--- src/rtl/dma_pkg.sv ---
// Shared constants for the DMA read master: FSM encodings, command field
// layout and word size.
package dma_pkg;

  localparam logic [2:0] RD_IDLE  = 3'd0;
  localparam logic [2:0] RD_CHK   = 3'd1;
  localparam logic [2:0] RD_SPACE = 3'd2;
  localparam logic [2:0] RD_REQ   = 3'd3;
  localparam logic [2:0] RD_DATA  = 3'd4;
  localparam logic [2:0] RD_DONE  = 3'd5;

  // Command word layout: {addr[31:0], bytes[15:0]}
  localparam int CMD_BYTES_LSB = 0;
  localparam int CMD_BYTES_W   = 16;
  localparam int CMD_ADDR_LSB  = 16;
  localparam int CMD_ADDR_W    = 32;
  localparam int CMD_W         = CMD_ADDR_W + CMD_BYTES_W;

  localparam int WORD_BYTES    = 4;
  localparam int WORDS_W       = 17;

  function automatic logic [WORDS_W-1:0] bytes_to_words(input logic [CMD_BYTES_W-1:0] bytes);
    logic [WORDS_W-1:0] sum;
    sum = {1'b0, bytes} + WORDS_W'(WORD_BYTES - 1);
    return sum >> 2;
  endfunction

endpackage

--- src/rtl/dma_rd_cmd_fifo.sv ---
// Show-ahead register FIFO holding pending read commands; a push into a full
// FIFO is dropped and flagged unless a pop frees a slot in the same cycle.
module dma_rd_cmd_fifo
  import dma_pkg::*;
#(
  parameter int DEPTH = 4,
  parameter int W     = CMD_W
) (
  input  logic         clk,
  input  logic         reset_n,
  input  logic         push_i,
  input  logic [W-1:0] din_i,
  input  logic         pop_i,
  output logic [W-1:0] dout_o,
  output logic         full_o,
  output logic         empty_o,
  output logic         overflow_o
);

  localparam int AW = (DEPTH > 1) ? $clog2(DEPTH) : 1;

  logic [W-1:0]  mem_q [DEPTH];
  logic [AW-1:0] wr_ptr_q, rd_ptr_q;
  logic [AW:0]   count_q, count_d;
  logic          full_q, full_d;
  logic          do_push, do_pop;

  assign do_pop     = pop_i & (count_q != '0);
  assign do_push    = push_i & (~full_q | do_pop);
  assign overflow_o = push_i & full_q & ~do_pop;

  always_comb begin
    count_d = count_q;
    if (do_push && !do_pop) begin
      count_d = count_q + 1'b1;
    end else if (do_pop && !do_push) begin
      count_d = count_q - 1'b1;
    end
    full_d = (count_d == (AW+1)'(DEPTH));
  end

  always_ff @(posedge clk or negedge reset_n) begin
    if (!reset_n) begin
      wr_ptr_q <= '0;
      rd_ptr_q <= '0;
      count_q  <= '0;
      full_q   <= 1'b0;
    end else begin
      if (do_push) wr_ptr_q <= wr_ptr_q + 1'b1;
      if (do_pop)  rd_ptr_q <= rd_ptr_q + 1'b1;
      count_q <= count_d;
      full_q  <= full_d;
    end
  end

  // Storage needs no reset; the pointers define what is valid.
  always_ff @(posedge clk) begin
    if (do_push) mem_q[wr_ptr_q] <= din_i;
  end

  assign dout_o  = mem_q[rd_ptr_q];
  assign full_o  = full_q;
  assign empty_o = (count_q == '0);

endmodule

--- src/rtl/dma_rd_master.sv ---
// DMA read master: queues read commands and runs each one as a series of
// single-outstanding Avalon-MM burst reads streamed to the data buffer.
//
// state    | meaning
// IDLE     | waiting for a queued command; pops and latches it
// CHK      | zero-length commands skip straight to DONE
// SPACE    | waits for the data buffer to have room for a full burst
// REQ      | read request held until the slave accepts it
// DATA     | collecting beats of the outstanding burst
// DONE     | one-cycle completion, then back to IDLE
module dma_rd_master
  import dma_pkg::*;
#(
  parameter int CMD_DEPTH = 4,
  parameter int MAX_BURST = 8,
  parameter int BC_W      = 7
) (
  input  logic            clk,
  input  logic            reset_n,
  input  logic            dma_rd_fifo_command_rq_i,
  input  logic [31:0]     dma_rd_addr_i,
  input  logic [15:0]     dma_rd_bytes_to_transfer_i,
  output logic            dma_rd_fifo_full_o,
  output logic [31:0]     avm_address_o,
  output logic            avm_read_o,
  output logic [BC_W-1:0] avm_burstcount_o,
  input  logic            avm_waitrequest_i,
  input  logic [31:0]     avm_readdata_i,
  input  logic            avm_readdatavalid_i,
  output logic [31:0]     dma_rd_data_o,
  output logic            dma_rd_data_valid_o,
  output logic            dma_rd_data_last_o,
  input  logic            dma_rd_data_almost_full_i,
  output logic            dma_rd_done_o,
  output logic            dma_rd_err_o
);

  logic [CMD_W-1:0]   fifo_din, fifo_dout;
  logic               fifo_empty, fifo_overflow, fifo_pop;
  logic [31:0]        cmd_addr;
  logic [15:0]        cmd_bytes;

  logic [2:0]         state_q, state_d;
  logic [31:0]        addr_q, addr_d;
  logic [WORDS_W-1:0] remain_q, remain_d;
  logic [BC_W-1:0]    burst_q, burst_d;
  logic [BC_W-1:0]    beat_q, beat_d;
  logic               unaligned;
  logic               beat_in;

  logic [31:0]        data_q;
  logic               valid_q, last_q, done_q, err_q;

  assign fifo_din = {dma_rd_addr_i, dma_rd_bytes_to_transfer_i};

  dma_rd_cmd_fifo #(
    .DEPTH (CMD_DEPTH),
    .W     (CMD_W)
  ) u_cmd_fifo (
    .clk        (clk),
    .reset_n    (reset_n),
    .push_i     (dma_rd_fifo_command_rq_i),
    .din_i      (fifo_din),
    .pop_i      (fifo_pop),
    .dout_o     (fifo_dout),
    .full_o     (dma_rd_fifo_full_o),
    .empty_o    (fifo_empty),
    .overflow_o (fifo_overflow)
  );

  assign cmd_addr  = fifo_dout[CMD_ADDR_LSB +: CMD_ADDR_W];
  assign cmd_bytes = fifo_dout[CMD_BYTES_LSB +: CMD_BYTES_W];

  // Beats arriving in any other state (e.g. left over from before a reset) are dropped.
  assign beat_in = avm_readdatavalid_i & (state_q == RD_DATA);

  always_comb begin
    state_d   = state_q;
    addr_d    = addr_q;
    remain_d  = remain_q;
    burst_d   = burst_q;
    beat_d    = beat_q;
    fifo_pop  = 1'b0;
    unaligned = 1'b0;
    case (state_q)
      RD_IDLE: begin
        if (!fifo_empty) begin
          fifo_pop  = 1'b1;
          addr_d    = {cmd_addr[31:2], 2'b00};
          remain_d  = bytes_to_words(cmd_bytes);
          unaligned = |cmd_addr[1:0];
          state_d   = RD_CHK;
        end
      end
      RD_CHK: begin
        state_d = (remain_q == '0) ? RD_DONE : RD_SPACE;
      end
      RD_SPACE: begin
        if (!dma_rd_data_almost_full_i) begin
          burst_d = (remain_q > WORDS_W'(MAX_BURST)) ? BC_W'(MAX_BURST) : BC_W'(remain_q);
          state_d = RD_REQ;
        end
      end
      RD_REQ: begin
        if (!avm_waitrequest_i) begin
          beat_d  = burst_q;
          state_d = RD_DATA;
        end
      end
      RD_DATA: begin
        if (beat_in) begin
          beat_d   = beat_q - 1'b1;
          remain_d = remain_q - 1'b1;
          if (beat_q == BC_W'(1)) begin
            addr_d  = addr_q + (32'(burst_q) << 2);
            state_d = (remain_q == WORDS_W'(1)) ? RD_DONE : RD_SPACE;
          end
        end
      end
      RD_DONE: begin
        state_d = RD_IDLE;
      end
      default: begin
        state_d = RD_IDLE;
      end
    endcase
  end

  always_ff @(posedge clk or negedge reset_n) begin
    if (!reset_n) begin
      state_q  <= RD_IDLE;
      addr_q   <= '0;
      remain_q <= '0;
      burst_q  <= '0;
      beat_q   <= '0;
    end else begin
      state_q  <= state_d;
      addr_q   <= addr_d;
      remain_q <= remain_d;
      burst_q  <= burst_d;
      beat_q   <= beat_d;
    end
  end

  // Output stage: one cycle behind the Avalon return; done trails last by one.
  always_ff @(posedge clk or negedge reset_n) begin
    if (!reset_n) begin
      data_q  <= '0;
      valid_q <= 1'b0;
      last_q  <= 1'b0;
      done_q  <= 1'b0;
      err_q   <= 1'b0;
    end else begin
      if (beat_in) data_q <= avm_readdata_i;
      valid_q <= beat_in;
      last_q  <= beat_in & (remain_q == WORDS_W'(1));
      done_q  <= (state_q == RD_DONE);
      err_q   <= err_q | fifo_overflow | unaligned;
    end
  end

  assign avm_address_o       = addr_q;
  assign avm_read_o          = (state_q == RD_REQ);
  assign avm_burstcount_o    = burst_q;
  assign dma_rd_data_o       = data_q;
  assign dma_rd_data_valid_o = valid_q;
  assign dma_rd_data_last_o  = last_q;
  assign dma_rd_done_o       = done_q;
  assign dma_rd_err_o        = err_q;

endmodule

--- config.mk ---
export PLATFORM = sky130hd
export DESIGN_NAME = dma_rd_master
export DESIGN_NICKNAME = d
export VERILOG_FILES = /design/src/rtl/dma_pkg.sv /design/src/rtl/dma_rd_cmd_fifo.sv /design/src/rtl/dma_rd_master.sv
export SDC_FILE = /design/constraint.sdc
export NUM_CORES = 1
export LEC_CHECK = 0
export CAP_MARGIN = 15
export CORE_MARGIN = 5
export CORE_UTILIZATION = 53
export CTS_BUF_LIST = sky130_fd_sc_hd__clkbuf_4 sky130_fd_sc_hd__clkbuf_8
export DETAILED_ROUTE_END_ITERATION = 8
export GPL_TIMING_DRIVEN = 0
export PLACE_DENSITY = 0.76
export SYNTH_ARGS = -nofsm -noshare
export SYNTH_HDL_FRONTEND = slang
export SYNTH_HIERARCHICAL = 1
export SYNTH_SLANG_ARGS = --single-unit
--- constraint.sdc ---
create_clock -name clk -period 7.2 [get_ports clk]
set_input_delay 0.72 -clock clk [delete_from_list [all_inputs] [get_ports clk]]
set_output_delay 0.72 -clock clk [all_outputs]
set_load 0.1 [all_outputs]
==> results of run 1 <==
[critical path, stage by stage (launching register included)]
cell and delay [ns]:
dfrtp_1 0.40, inv_1 0.07, ha_1 0.18, ha_1 0.34, inv_1 0.18, nand3_1 0.19
inv_1 0.19, clkbuf_1 0.52, nand2b_1 0.30, a21boi_2 0.35, and2_2 0.68, buf_12 0.27
[cells in the final DEF, fill, tap and decap left out, types with 5 or more instances in the layout]
cell type / netlist / routed
edfxtp_1: 192 / 192
clkdlybuf4s50_1: 0 / 159
nand2_1: 146 / 146
dfrtp_1: 108 / 108
clkbuf_8: 0 / 49
mux4_2: 48 / 48
nor2_1: 42 / 42
o21ai_0: 41 / 41
a21oi_1: 33 / 33
inv_1: 27 / 27
clkbuf_1: 25 / 25
ha_1: 19 / 19
nor3_1: 17 / 17
nand3_1: 15 / 15
clkbuf_4: 0 / 15
a31oi_1: 14 / 14
xnor2_1: 13 / 13
clkinv_1: 0 / 13
buf_2: 12 / 12
or4_1: 12 / 12
nor4_1: 11 / 11
xor2_1: 11 / 11
a311oi_1: 11 / 11
nand4_1: 10 / 10
o22ai_1: 10 / 10
and4_1: 9 / 9
and3_1: 8 / 8
a211oi_1: 8 / 8
o21a_1: 7 / 7
nor2b_1: 6 / 6
o211ai_1: 6 / 6
a21o_1: 6 / 6
clkinv_2: 0 / 6
a22oi_1: 5 / 5
buf_6: 5 / 5
and2_2: 1 / 5
[Yosys cell counts, types with 3 or more instances]
cell type,n
edfxtp_1,192
nand2_1,146
dfrtp_1,108
mux4_2,48
nor2_1,42
o21ai_0,41
a21oi_1,33
inv_1,27
clkbuf_1,25
ha_1,19
nor3_1,17
nand3_1,15
a31oi_1,14
xnor2_1,13
buf_2,12
or4_1,12
a311oi_1,11
nor4_1,11
xor2_1,11
nand4_1,10
o22ai_1,10
and4_1,9
a211oi_1,8
and3_1,8
o21a_1,7
a21o_1,6
nor2b_1,6
o211ai_1,6
a22oi_1,5
buf_6,5
and2_1,4
buf_1,4
nand2b_1,4
o221ai_1,4
o22a_1,4
o311ai_0,4
or2_1,4
a31o_2,3
o311a_1,3
[power groups by stage]
stage | sequential (mW) | clock, mW | combinational, mW
after global routing | 2.69 | 1.55 | 4.24
after floorplan | 3.87 | 0 | 1.69
after CTS | 2.64 | 1.47 | 4.01
final | 2.65 | 1.44 | 4.00
after global placement | 2.66 | 0 | 3.90
after detailed placement | 2.67 | 0 | 3.99
[worst paths after layout]
check	slack [ns]	depth (start not counted)	start	to
min in group clk	0.48	2	dma_rd_data_o[3]$_DFFE_PN0P_	dma_rd_data_o[3]$_DFFE_PN0P_
max reg2reg	3.16	11	u_cmd_fifo/count_q[1]$_DFF_PN0_	u_cmd_fifo/mem_q[2][22]$_DFFE_PP_
min	0.28	1	reset_n	avm_address_o[29]$_DFFE_PN0P_
min reg2reg	0.48	2	dma_rd_data_o[3]$_DFFE_PN0P_	dma_rd_data_o[3]$_DFFE_PN0P_
max in group asynchronous	6.19	2	reset_n	state_q[1]$_DFFE_PN0P_
max	3.16	11	u_cmd_fifo/count_q[1]$_DFF_PN0_	u_cmd_fifo/mem_q[2][22]$_DFFE_PP_
[through the flow]
stage          setup WS [ns]  total power [mW]  utilization  hold WS (ns)
2_1_floorplan           3.63              5.56            -         0.424
3_3_place_gp            1.15              6.56        0.622         0.456
3_5_place_dp            3.19              6.67        0.626         0.463
4_1_cts                 3.15              8.12        0.666         0.283
5_1_grt                 2.89              8.49        0.666         0.334
6_report                3.16              8.09        0.666         0.284
[area by class of cell]
type,instances,area (sq um)
repair buffers,165,1710
flip-flops and latches,300,8470
fillers,1810,8160
clock inverters,24,166
plain buffers,48,240
well taps,324,405
multi-input cells,590,4360
clock buffers,64,787
inverters,27,101
[metal layers]
| metal | wire (um) | part of all wire | vias to the layer above |
|---|---|---|---|
| met5 | 0 | 0 | - |
| met4 | 888 | 0.028 | 0 |
| met3 | 2550 | 0.080 | 76 |
| met2 | 14900 | 0.47 | 452 |
| met1 | 13500 | 0.42 | 4378 |
| li1 | - | - | 4145 |
[flip-flops by register name, summed over array words and instances (netlist names)]
register	flops
u_cmd_fifo/rd_ptr_q	2
dma_rd_data_valid_o	1
avm_burstcount_o	7
dma_rd_err_o	1
u_cmd_fifo/full_o	1
u_cmd_fifo/count_q	3
u_cmd_fifo/mem_q	192
beat_q	7
u_cmd_fifo/wr_ptr_q	2
dma_rd_data_o	32
dma_rd_done_o	1
remain_q	17
dma_rd_data_last_o	1
avm_address_o	30
state_q	3
[cell families after synthesis]
| family | after synthesis | synth area share |
|---|---|---|
| compound gates | 187 | 0.0970 |
| other cells | 1 | 0.000285 |
| buf+inv | 75 | 0.0260 |
| fa+ha+maj | 20 | 0.0196 |
| mux | 49 | 0.0830 |
| simple gates | 308 | 0.115 |
| xor+xnor | 24 | 0.0160 |
| flops | 300 | 0.644 |
==> impl_metrics.csv, run 1 <==
group,metric,value,unit
status,status,"finished, final reports clean",
global_route,use_met1,0.314,
synth,synth-warning-count,6,
routing,vias,9051,
sta,finalSetupViolCount,0,
placed_design,gp_congestion,0.912,
cts,cts_tree,"yes",
placed_design,placed_area,15300,sq um
power,pwr-share-comb,0.495,
sta,slew_headroom,0.294,
setup_path,crit_arrival,4.28,ns
synth,netlist.area_leader.share,0.438,
synth,syn_inst,964,
floorplanning,core_area,24400,sq um
floorplanning,initial_core_util,0.539,
synth,synth-seq-cells,300,
cts,post_cts_buffers,0,
cts,cts.sinks,300,
global_route,top_usage_layer,"met2",
cts,ctsHtreeMaxLevel,2,
synth,yosys_most_used_dff,"edfxtp_1",
routing,drc,0,
final_layout,syn_to_final_growth,23.4,%
placed_design,dpl.hpwl,22700,um
global_route,grt_overflow_total,0,
power,p_int,4.37,mW
placed_design,dp.cells,1454,
global_route,grt_max_degree,66,
cts,clk_latency,0.56,ns
global_route,antenna_found_initial,0,
cts,cts.path.max_buffers,3,
global_route,grt_pass1_vias,9026,
sta,maxSlewViolCount,0,
power,sequentialPowerShare,0.327,
global_route,grt_usage,0.224,
setup_path,cp-start-kind,"flop",
placed_design,port_buffers,160,
synth,synth_async_sr_flop_share,0.360,
floorplanning,die_h,168,um
global_route,grt_first_pass_wirelength,50300,um
final_layout,fin_cells,1542,
cts,path_clk_slew,0.07,ns
hold_path,hold_path.class,"input port to async pin",
final_layout,diodes,0,
flow_run,cap_violations,0,
final_layout,design_area,16200,sq um
routing,drt_pass1_iterations,5,
synth,synth_edf_count,192,
setup_path,cp.required,7.44,ns
sta,hold_viol,0,
sta,tightestPinTransition,1.06,ns
routing,routedWlPerCell,20.7,um
cts,cts_buffers,48,
synth,syn-cell-area,13200,sq um
synth,ys_seq_area_frac,0.644,
sta,finClkSkew,0.0141,ns
global_route,use_met3,0.0488,
floorplanning,rows,57,
power,p_clk_frac,0.177,
setup_path,endpoint_kind,"flop",
routing,ant_nets,0,
floorplanning,ios,163,
final_layout,final_layout_size_suffix_gt1_frac,0.144,
final_layout,fin_nets,1286,
power,ir_worst_vdd,0.341,mV
synth,yosysTopAreaCell,"edfxtp_1",
sta,setup_tns,0,ns
synth,synth_cell_types,78,
power,switching_share,0.460,
power,cellLeakagePower,6.07,nW
synth,netlist_top_cells_area,"edfxtp_1 (44%), dfrtp_1 (21%), mux4_2 (8.2%)",
floorplanning,dieArea,28100,sq um
synth,avgSynthCellArea,13.7,sq um
setup_path,critPathKind,"flop to flop",
routing,avgViaCountPerCell,5.87,
power,p_switching,3.72,mW
sta,clock.fmax,248,MHz
routing,drt-initial-drc-count,917,
sta,timing.final.crit_share,0.561,
sta,finalCriticalPeriod,4.04,ns
setup_path,cp_max_fo,25,
cts,cts_resized,0,
cts,root_buffer,"clkbuf_8",
floorplanning,fp.dieW,168,um
power,power.density,498,nW/um^2
routing,routed_wl,31800,um
cts,cts_hold_buf,0,
global_route,met2_usage,0.354,
sta,rsz0062_at_grt,"no",
Power figures use the tool's default switching activity.
==> run 2, diff against run 1 <==
--- a/config.mk
+++ b/config.mk
@@ -7,11 +7,11 @@
 export LEC_CHECK = 0
 export CAP_MARGIN = 15
 export CORE_MARGIN = 5
-export CORE_UTILIZATION = 53
+export CORE_UTILIZATION = 52
 export CTS_BUF_LIST = sky130_fd_sc_hd__clkbuf_4 sky130_fd_sc_hd__clkbuf_8
 export DETAILED_ROUTE_END_ITERATION = 8
 export GPL_TIMING_DRIVEN = 0
-export PLACE_DENSITY = 0.76
+export PLACE_DENSITY = 0.77
 export SYNTH_ARGS = -nofsm -noshare
 export SYNTH_HDL_FRONTEND = slang
 export SYNTH_HIERARCHICAL = 1
==> constraint.sdc (replaced) <==
create_clock -name clk -period 3.3 [get_ports clk]
set_input_delay 0.33 -clock clk [delete_from_list [all_inputs] [get_ports clk]]
set_output_delay 0.33 -clock clk [all_outputs]
set_load 0.1 [all_outputs]
==> run 2 against run 1 <==
Net effect: power is 120% higher; die area increased by 1.8%; cell count increased by 0.97%; clock skew up 0.0089 ns; register-to-register slack got worse by 2.9 ns; hold slack improved by 0.030 ns; clock power rose by 110%; global-route usage is 0.41 points lower; clock-buffer cell count stayed put; first-iteration DRC count is 29% lower; sequential power is 120% higher; design area increased by 0.60%; critical path type unchanged.
==> impl_metrics.csv, run 2 (same netlist as run 1, synthesis figures left out) <==
group,metric,value,unit
power,switching_share,0.458,
power,p_switching,8.11,mW
cts,clk_latency,0.56,ns
setup_path,cp_max_fo,26,
sta,maxSlewViolCount,0,
power,p_clk_frac,0.174,
sta,finalCriticalPeriod,3.08,ns
final_layout,final_layout_size_suffix_gt1_frac,0.153,
routing,avgViaCountPerCell,5.88,
final_layout,final_common_cell,"edfxtp_1",
hold_path,hold_path.class,"input port to flop",
sta,setup_tns,0,ns
final_layout,nFillCells,1852,
cts,cts.sinks,300,
routing,drc,0,
cts,root_buffer,"clkbuf_8",
floorplanning,core_area,25000,sq um
power,sequentialPowerShare,0.326,
final_layout,largest_register,"u_cmd_fifo/mem_q",
routing,routed_wl,32000,um
power,finalPower,17.7,mW
power,cellLeakagePower,6.13,nW
placed_design,port_buffers,160,
setup_path,critPathKind,"flop to flop",
global_route,grt_usage,0.220,
floorplanning,fp.dieW,169,um
power,pwr-share-comb,0.499,
status,status,"finished, final reports clean",
setup_path,crit_arrival,3.32,ns
sta,hold_viol,0,
routing,drt-initial-drc-count,652,
sta,finClkSkew,0.0230,ns
global_route,grt_pass1_vias,8961,
flow_run,cap_violations,0,
final_layout,layout_common_cells,"edfxtp_1 (192), clkdlybuf4s50_1 (158), nand2_1 (146)",
final_layout,largest_register_ffs,192,
setup_path,endpoint_kind,"flop",
cts,ctsHtreeMaxLevel,2,
routing,drt_pass1_iterations,5,
floorplanning,die_h,169,um
global_route,grt_first_pass_wirelength,49400,um
placed_design,gp_congestion,0.930,
sta,rsz0062_at_grt,"no",
sta,hold_ws,0.314,ns
sta,slew_headroom,0.281,
floorplanning,dieArea,28600,sq um
cts,cts_buffers,47,
sta,fin_ws,0.220,ns
setup_path,rrSetupSlack,0.22,ns
routing,vias,9149,
power,p_int,9.58,mW
setup_path,cp.required,3.54,ns
routing,ant_nets,0,
final_layout,design_area,16300,sq um
sta,clock.fmax,325,MHz
global_route,grt_overflow_total,0,
cts,cts.path.max_buffers,3,
sta,timing.final.crit_share,0.933,
final_layout,fin_nets,1297,
global_route,grt_max_degree,59,
cts,cts_tree,"yes",
placed_design,post-place-ws,-0.699,ns
final_layout,diodes,0,
sta,tightestPinTransition,1.07,ns
routing,routedWlPerCell,20.5,um
global_route,antenna_found_initial,0,
floorplanning,initial_core_util,0.526,
placed_design,dpl.hpwl,22500,um
power,power.density,1080,nW/um^2
setup_path,cp-start-kind,"flop",
power,ir_worst_vdd,0.835,mV
placed_design,placed_area,15300,sq um
cts,path_clk_slew,0.07,ns
floorplanning,ios,163,
sta,finalSetupViolCount,0,
floorplanning,rows,58,
final_layout,syn_to_final_growth,24.1,%
run 2: changes by cell type in the layout (fill, tap and decap cells not counted), moves of 2 or more:
cell      previous run  this run
clkinv_2             6         8
buf_4                3        14
and2_4               0         4
clkinv_1            13        10
and2_2               5         2
run 2: path summary, 6_finish.rpt:
| check | cells after the start | to | startpoint |
|---|---|---|---|
| setup / recovery | 10 | u_cmd_fifo/mem_q[2][26]$_DFFE_PP_ | u_cmd_fifo/count_q[1]$_DFF_PN0_ |
| hold / removal | 3 | dma_rd_data_o[1]$_DFFE_PN0P_ | avm_readdata_i[1] |
| setup reg to reg | 10 | u_cmd_fifo/mem_q[2][26]$_DFFE_PP_ | u_cmd_fifo/count_q[1]$_DFF_PN0_ |
| hold reg to reg | 2 | dma_rd_data_o[16]$_DFFE_PN0P_ | dma_rd_data_o[16]$_DFFE_PN0P_ |
| max in group asynchronous | 3 | u_cmd_fifo/wr_ptr_q[0]$_DFFE_PN0P_ | reset_n |
| min in group asynchronous | 2 | avm_address_o[2]$_DFFE_PN0P_ | reset_n |
run 2: power by group through the flow:
| stage | sequential [mW] | combinational [mW] | clock, mW |
|---|---|---|---|
| finish | 5.78 | 8.84 | 3.08 |
| global route | 5.87 | 9.34 | 3.35 |
| CTS | 5.76 | 8.76 | 3.16 |
| detailed placement | 5.83 | 8.73 | 0 |
| global placement | 5.80 | 8.55 | 0 |
| floorplan | 8.43 | 3.68 | 0 |
run 2: cell type report:
type	count	area, sq um	area share
well taps	330	413	0.0253
plain buffers	47	236	0.0145
clock buffers	64	787	0.0482
flip-flops and latches	300	8470	0.519
multi-input cells	591	4380	0.268
inverters	27	105	0.00644
clock inverters	21	145	0.00889
repair buffers	177	1800	0.110
run 2: metrics by stage:
| step | util | std cells |
|---|---|---|
| floorplan | - | 965 |
| global placement | 0.606 | 1455 |
| detailed placement | 0.611 | 1460 |
| CTS | 0.649 | 1545 |
| global route | 0.652 | 1557 |
| finish | 0.652 | 1557 |
run 2: timing repair:
item / in CTS / in global routing
setup endpoints to repair: 193 / 131
pin swaps: 1 / 4
setup buffers: 0 / 11
gates cloned: 0 / 1
hold buffers: 1 / 0
resized for setup: 5 / 2
hold endpoints to repair: 50 / 0
run 2: critical path, stage by stage (launching register included):
cell and delay [ns]:
dfrtp_1 0.40, inv_1 0.07, ha_1 0.18, ha_1 0.31, inv_1 0.19, nand3_1 0.24
clkinvlp_4 0.25, nand2b_1 0.21, a21boi_4 0.31, and2_4 0.34, buf_12 0.23
run 2: layer usage:
layer  vias up  global-route usage  wire [um]
li1       4163                   -          -
met1      4529               0.302      13700
met2       385               0.361      15000
met3        72              0.0395       2390
met4         0              0.0697        874
met5         -                   0          0
==> run 3, diff against run 2 <==
--- a/config.mk
+++ b/config.mk
@@ -12,6 +12,7 @@
 export DETAILED_ROUTE_END_ITERATION = 8
 export GPL_TIMING_DRIVEN = 0
 export PLACE_DENSITY = 0.77
+export SKIP_CTS_REPAIR_TIMING = 1
 export SYNTH_ARGS = -nofsm -noshare
 export SYNTH_HDL_FRONTEND = slang
 export SYNTH_HIERARCHICAL = 1
==> run 3 against run 2 <==
Net effect: first-iteration DRC count up 5.8%; routed wire length up 0.56%; flip-flop and latch count unchanged; maximum frequency down 0.23%; critical endpoint is now u_cmd_fifo/mem_q[3][29]$_DFFE_PP_; critical path type unchanged; core utilization up 0.10 points; design area up 0.15%; cell count up 0.19%; power up 0.10%.
==> impl_metrics.csv, run 3 (same netlist as run 1, synthesis figures left out) <==
group,metric,value,unit
status,status,"finished, final reports clean",
final_layout,fin_nets,1300,
global_route,grt_usage,0.220,
global_route,antenna_found_initial,0,
setup_path,cp-start-kind,"flop",
sta,maxSlewViolCount,0,
final_layout,final_layout_size_suffix_gt1_frac,0.155,
routing,vias,9168,
routing,routed_wl,32100,um
cts,cts.path.max_buffers,3,
placed_design,port_buffers,160,
final_layout,layout_common_cells,"edfxtp_1 (192), clkdlybuf4s50_1 (158), nand2_1 (146)",
routing,routedWlPerCell,20.6,um
cts,path_clk_slew,0.06,ns
final_layout,fin_cells,1560,
cts,cts.sinks,300,
cts,root_buffer,"clkbuf_8",
sta,rsz0062_at_grt,"no",
global_route,grt_pass1_vias,8962,
sta,finalSetupViolCount,0,
cts,cts_tree,"yes",
sta,finalCriticalPeriod,3.09,ns
global_route,grt_first_pass_wirelength,49500,um
cts,clk_latency,0.56,ns
final_layout,largest_register_ffs,192,
final_layout,syn_to_final_growth,24.3,%
routing,drt-initial-drc-count,690,
final_layout,final_common_cell,"edfxtp_1",
sta,tightestPinTransition,1.07,ns
final_layout,diodes,0,
routing,avgViaCountPerCell,5.88,
routing,ant_nets,0,
global_route,grt_overflow_total,0,
placed_design,post-place-ws,-0.699,ns
setup_path,crit_arrival,3.31,ns
floorplanning,dieArea,28600,sq um
sta,hold_ws,0.309,ns
final_layout,nFillCells,1849,
sta,slew_headroom,0.282,
sta,setup_tns,0,ns
setup_path,critPathKind,"flop to flop",
routing,drt_pass1_iterations,5,
floorplanning,die_h,169,um
floorplanning,ios,163,
sta,clock.fmax,324,MHz
floorplanning,rows,58,
placed_design,dpl.hpwl,22500,um
cts,ctsHtreeMaxLevel,2,
sta,hold_viol,0,
setup_path,endpoint_kind,"flop",
floorplanning,core_area,25000,sq um
power,power.density,1080,nW/um^2
final_layout,largest_register,"u_cmd_fifo/mem_q",
placed_design,dp.cells,1460,
sta,timing.final.crit_share,0.935,
power,cellLeakagePower,6.16,nW
setup_path,cp_max_fo,34,
flow_run,cap_violations,0,
hold_path,hold_path.class,"input port to flop",
power,ir_worst_vdd,0.834,mV
sta,fin_ws,0.213,ns
cts,cts_buffers,47,
floorplanning,initial_core_util,0.526,
placed_design,gp_congestion,0.930,
routing,drc,0,
power,finalPower,17.7,mW
setup_path,cp.required,3.53,ns
floorplanning,fp.dieW,169,um
sta,finClkSkew,0.0235,ns
global_route,grt_max_degree,59,
-- run 3: cell count changes in the layout (fill, tap and decap cells not counted), sizes merged --
cell,previous run,this run
buf,40,42
dlymetal6s2s,0,1
clkinvlp,2,1
clkbuf,88,89
dlygate4sd2,1,0
inv,26,27
-- run 3: final timing paths --
path | from | endpoint | slack [ns] | cells after the start
worst max-delay path | u_cmd_fifo/count_q[1]$_DFF_PN0_ | u_cmd_fifo/mem_q[3][29]$_DFFE_PP_ | 0.21 | 11
worst min-delay path | avm_readdata_i[5] | dma_rd_data_o[5]$_DFFE_PN0P_ | 0.31 | 3
worst max register to register | u_cmd_fifo/count_q[1]$_DFF_PN0_ | u_cmd_fifo/mem_q[3][29]$_DFFE_PP_ | 0.21 | 11
worst min register to register | dma_rd_data_o[16]$_DFFE_PN0P_ | dma_rd_data_o[16]$_DFFE_PN0P_ | 0.47 | 2
max in group asynchronous | reset_n | u_cmd_fifo/wr_ptr_q[0]$_DFFE_PN0P_ | 2.19 | 3
min in group asynchronous | reset_n | avm_address_o[2]$_DFFE_PN0P_ | 0.35 | 2
-- run 3: power breakdown --
group	leakage (nW)	switching (mW)	total [mW]	internal, mW
logic	2.60	6.07	8.85	2.78
clock network	0.497	1.39	3.09	1.70
registers	3.07	0.669	5.78	5.11
-- run 3: metrics by stage --
step,instance area [sq um],utilization
global route,16400,0.653
CTS,16200,0.648
detailed placement,15300,0.611
global placement,15200,0.606
finish,16400,0.653
floorplan,13200,-
-- run 3: cell type report --
type	instances	area (sq um)	share of cell area
plain buffers	48	244	0.0149
clock buffers	64	787	0.0481
clock inverters	21	145	0.00887
inverters	27	101	0.00620
multi-input cells	591	4380	0.268
flip-flops and latches	300	8470	0.518
well taps	330	413	0.0252
repair buffers	179	1820	0.111
-- run 3: layer usage --
metal | wire length, um | share of wire | vias to the layer above | global-route usage
met2 | 15100 | 0.47 | 407 | 0.362
met1 | 13700 | 0.43 | 4527 | 0.303
met4 | 836 | 0.026 | 0 | 0.0686
met3 | 2490 | 0.077 | 69 | 0.0395
li1 | - | - | 4165 | -
met5 | 0 | 0 | - | 0
-- run 3: critical path, cell delays in order, from the launching register on --
cell and delay, ns:
dfrtp_1 0.40, inv_1 0.07, ha_1 0.18, ha_1 0.31
inv_1 0.18, nand3_1 0.20, inv_1 0.20, clkbuf_4 0.28
nand2b_2 0.16, a21boi_4 0.25, and2_4 0.25, buf_12 0.23
